<file path="src/rtl/stream_mux.sv">
// stream_mux: N-channel valid/ready stream multiplexer with a registered output.
// Define STREAM_MUX_RR_EN for round-robin arbitration; otherwise select picks the channel.
module stream_mux #(
    parameter int NUM_CH     = 4,
    parameter int DATA_WIDTH = 1
) (
    input  logic                         clk,
    input  logic                         reset,
    input  logic [NUM_CH*DATA_WIDTH-1:0] in_data,
    input  logic [NUM_CH-1:0]            in_valid,
    output logic [NUM_CH-1:0]            in_ready,
    input  logic [$clog2(NUM_CH)-1:0]    select,
    output logic [DATA_WIDTH-1:0]        out_data,
    output logic                         out_valid,
    input  logic                         out_ready,
    output logic [$clog2(NUM_CH)-1:0]    out_channel
);

    localparam int SEL_W = $clog2(NUM_CH);

    logic                  load_ok;
    logic                  grant_ok;
    logic [SEL_W-1:0]      grant;
    logic                  grant_valid;
    logic [DATA_WIDTH-1:0] grant_data;
    logic                  xfer;

    assign load_ok = !out_valid || out_ready;

`ifdef STREAM_MUX_RR_EN
    logic [SEL_W-1:0] rr_last;
    logic             unused_select;

    assign unused_select = ^select;

    // Pick the first valid channel after the last winner, wrapping around.
    always_comb begin
        int idx;
        idx      = 0;
        grant    = '0;
        grant_ok = 1'b0;
        for (int k = 1; k <= NUM_CH; k++) begin
            idx = (int'(rr_last) + k) % NUM_CH;
            if (!grant_ok && in_valid[SEL_W'(idx)]) begin
                grant_ok = 1'b1;
                grant    = SEL_W'(idx);
            end
        end
    end

    // Remember the last winner so the next search starts just past it.
    always_ff @(posedge clk) begin
        if (reset) begin
            rr_last <= SEL_W'(NUM_CH - 1);
        end else if (xfer) begin
            rr_last <= grant;
        end
    end
`else
    // Fixed mode: the grant is the requested channel if it exists.
    always_comb begin
        grant    = select;
        grant_ok = 1'b0;
        for (int k = 0; k < NUM_CH; k++) begin
            if (select == SEL_W'(k)) begin
                grant_ok = 1'b1;
            end
        end
    end
`endif

    // Route the granted channel's word/valid and raise its ready only.
    always_comb begin
        grant_data  = '0;
        grant_valid = 1'b0;
        in_ready    = '0;
        for (int k = 0; k < NUM_CH; k++) begin
            if (grant == SEL_W'(k)) begin
                grant_data  = in_data[k*DATA_WIDTH +: DATA_WIDTH];
                grant_valid = in_valid[k];
                in_ready[k] = grant_ok && load_ok && !reset;
            end
        end
    end

    assign xfer = grant_ok && grant_valid && load_ok && !reset;

    // Output register: load on transfer, drop valid once consumed.
    always_ff @(posedge clk) begin
        if (reset) begin
            out_valid   <= 1'b0;
            out_data    <= '0;
            out_channel <= '0;
        end else if (xfer) begin
            out_valid   <= 1'b1;
            out_data    <= grant_data;
            out_channel <= grant;
        end else if (out_ready) begin
            out_valid   <= 1'b0;
        end
    end

endmodule
</file>
<file path="config.mk">
export PLATFORM = sky130hd
export DESIGN_NAME = stream_mux
export DESIGN_NICKNAME = d
export VERILOG_FILES = /design/src/rtl/stream_mux.sv
export SDC_FILE = /design/constraint.sdc
export NUM_CORES = 1
export LEC_CHECK = 0
export ABC_CLOCK_PERIOD_IN_PS = 1830
export CAP_MARGIN = 10
export CORE_AREA = 2 2 39 41
export DETAILED_ROUTE_END_ITERATION = 16
export DIE_AREA = 0 0 41 43
export REMOVE_ABC_BUFFERS = 1
export SYNTH_ARGS = -nofsm -noshare
export SYNTH_HDL_FRONTEND = slang
export SYNTH_SLANG_ARGS = --single-unit
</file>
<file path="constraint.sdc">
create_clock -name clk -period 1.83 [get_ports clk]
set_input_delay 0.2745 -clock clk [delete_from_list [all_inputs] [get_ports clk]]
set_output_delay 0.2745 -clock clk [all_outputs]
set_load 0.02 [all_outputs]
</file>
==> impl_metrics.json <==
{
  "cp-start-kind": "primary input",
  "end_kind": "output port",
  "clock-root-buffer": "clkbuf_4",
  "clock_latency_ns": 0.23,
  "die_h_um": 43,
  "power_density_nw_per_um2": 576.7,
  "p_leak_nw": 0.2443,
  "drc": 0,
  "antenna_found_initial": 0,
  "start_util_pct": 19.53,
  "synth_cells": 31,
  "required_ns": 1.56,
  "avgSynthCellArea_um2": 8.718,
  "wl_um": 728,
  "n_antenna_cell": 0,
  "fin_nets": 75,
  "dr.pass1.iters": 4,
  "ys_ff_latch": 4,
  "grt_pass1_vias": 331,
  "drive_above_1_share_pct": 25.00,
  "ys_seq_area_share_pct": 29.63,
  "cts_setup_buffers": 0,
  "cts.repair.resized": 5,
  "hold_buffers": 0,
  "drv_slew": 0,
  "hold_path_class": "reg -> reg",
  "clockBufferDepth": 2,
  "port_buffers": 20,
  "synth_top_area_share_pct": 29.63,
  "ioPinCount": 21,
  "peakVddDrop_v": 0.0001769,
  "clock_sinks": 4,
  "cts_tree": "built",
  "final_common_cell": "clkdlybuf4s50_1",
  "max-slew-margin-rel_pct": 84.82,
  "setup_tns_ns": 0,
  "grt_remaining_overflow": 0,
  "finalClockSkew_ns": 0.0003207,
  "dp_hpwl_um": 601.5,
  "via_per_inst": 4.579,
  "setup_viol": 0,
  "dpl_worst_slack_ns": -0.2126,
  "critPathArrivalTime_ns": 1.48,
  "outcome": "completed",
  "postLayoutSetupSlackWorst_ns": 0.07554,
  "path_clk_slew_ns": 0.04,
  "area_delta_synth_final_pct": 104.2,
  "core-area_um2": 1384,
  "dr_total_vias": 348,
  "ys_types": 19,
  "hold_violations": 0,
  "setup.worst_path.class": "in -> out",
  "die-area_um2": 1763,
  "numCtsBuffers": 3,
  "netlist_area_um2": 270.3,
  "rsz0062_at_grt": "false",
  "fin_crit_ns": 1.754,
  "fmax_mhz": 570.0,
  "synth_top_area_cell": "dfxtp_1",
  "final_cell_mix": "16 x clkdlybuf4s50_1, 7 x buf_4, 4 x a21oi_1, 4 x dfxtp_1",
  "grt_pass1_wl_um": 1262,
  "final_util_pct": 39.87,
  "wire_per_inst_um": 9.579,
  "yosysWarnings": 0,
  "worstMarginPinSlew_ns": 0.2214,
  "fin_crit_sh_pct": 95.87,
  "htree_levels": 1,
  "drv_cap": 0,
  "gp_congestion": 0.7191,
  "postRouteAntennaNets": 0,
  "grt_max_degree": 7,
  "drtIter0Drc": 3,
  "total_power_w": 0.0003182,
  "synth_area_leaders": "dfxtp_1 30%, mux4_1 9.7%, a21oi_1 7.4%, nand3_1 5.6%, and3_2 5.6%",
  "fp-row-count": 14,
  "track_usage_pct": 10.63,
  "die_w_um": 41,
  "critical_path.max_fanout": 4
}
-- routing by layer --
metal | global-route usage [%] | vias up | share of wire [%] | wire length [um]
met5 | 0 | - | 0 | 0
met4 | 8.000 | 0 | 0 | 0
met3 | 3.141 | 0 | 15 | 110
met2 | 15.63 | 24 | 46 | 333
met1 | 12.18 | 147 | 39 | 284
li1 | - | 177 | - | -
-- registers in the layout, indices dropped and copies added, names as in the netlist --
register / cells
out_data: 1
out_channel: 2
out_valid: 1
-- report_power, final --
part | leakage, nW | switching (W) | internal, W
registers | 0.0331 | 0.00000371 | 0.0000949
logic | 0.197 | 0.0000443 | 0.0000659
clock network | 0.0138 | 0.0000361 | 0.0000733
total | 0.244 | 0.0000840 | 0.000234
-- cell usage after synthesis, drive strengths merged --
master  count
nor2        1
buf         1
or3         1
mux4        1
nand3       3
o21ai       3
nor3        1
nand2       2
nor2b       1
mux2i       1
nand2b      1
dfxtp       4
inv         1
nor4        2
a21oi       4
mux2        1
and3        3
-- final timing paths --
check | from | endpoint | slack (ns) | depth (start not counted)
worst min register to register | out_channel[0]$_SDFFE_PP0P_ | out_channel[0]$_SDFFE_PP0P_ | 0.45 | 2
worst max-delay path | select[0] | in_ready[2] | 0.08 | 5
worst max register to register | out_valid$_SDFFE_PP0P_ | out_channel[1]$_SDFFE_PP0P_ | 0.55 | 5
worst min-delay path | out_channel[0]$_SDFFE_PP0P_ | out_channel[0]$_SDFFE_PP0P_ | 0.45 | 2
-- cells by family (layout without fill, tap and decap cells) --
logic type,count (synthesis),count (layout),synth area share [%]
simple gates,15,15,32.87
compound gates,7,7,12.96
flops,4,4,29.63
mux,3,3,18.98
buf+inv,2,31,5.554
-- worst max-delay path, stage by stage --
cell and delay [ns]:
clkdlybuf4s50_1 0.53, inv_1 0.07, buf_4 0.14, and3_2 0.16, dlygate4sd2_1 0.31
-- per-stage QoR --
stage / area, um^2 / hold WS, ns / cells
2_1_floorplan: 259.0 / 0.3436 / 30
3_3_place_gp: 531.8 / 0.4405 / 73
3_5_place_dp: 531.8 / 0.4457 / 73
4_1_cts: 551.8 / 0.4507 / 76
5_1_grt: 551.8 / 0.4793 / 76
6_report: 551.8 / 0.4457 / 76
-- area by class of cell --
class	count	area (um^2)
timing repair buffer	27	247.7
fill	156	832.0
inverter	1	3.754
sequential	4	80.08
multi-input combinational	25	177.7
tap	16	20.02
clock buffer	3	22.52
Note: power is estimated with default switching activity, not from simulation.
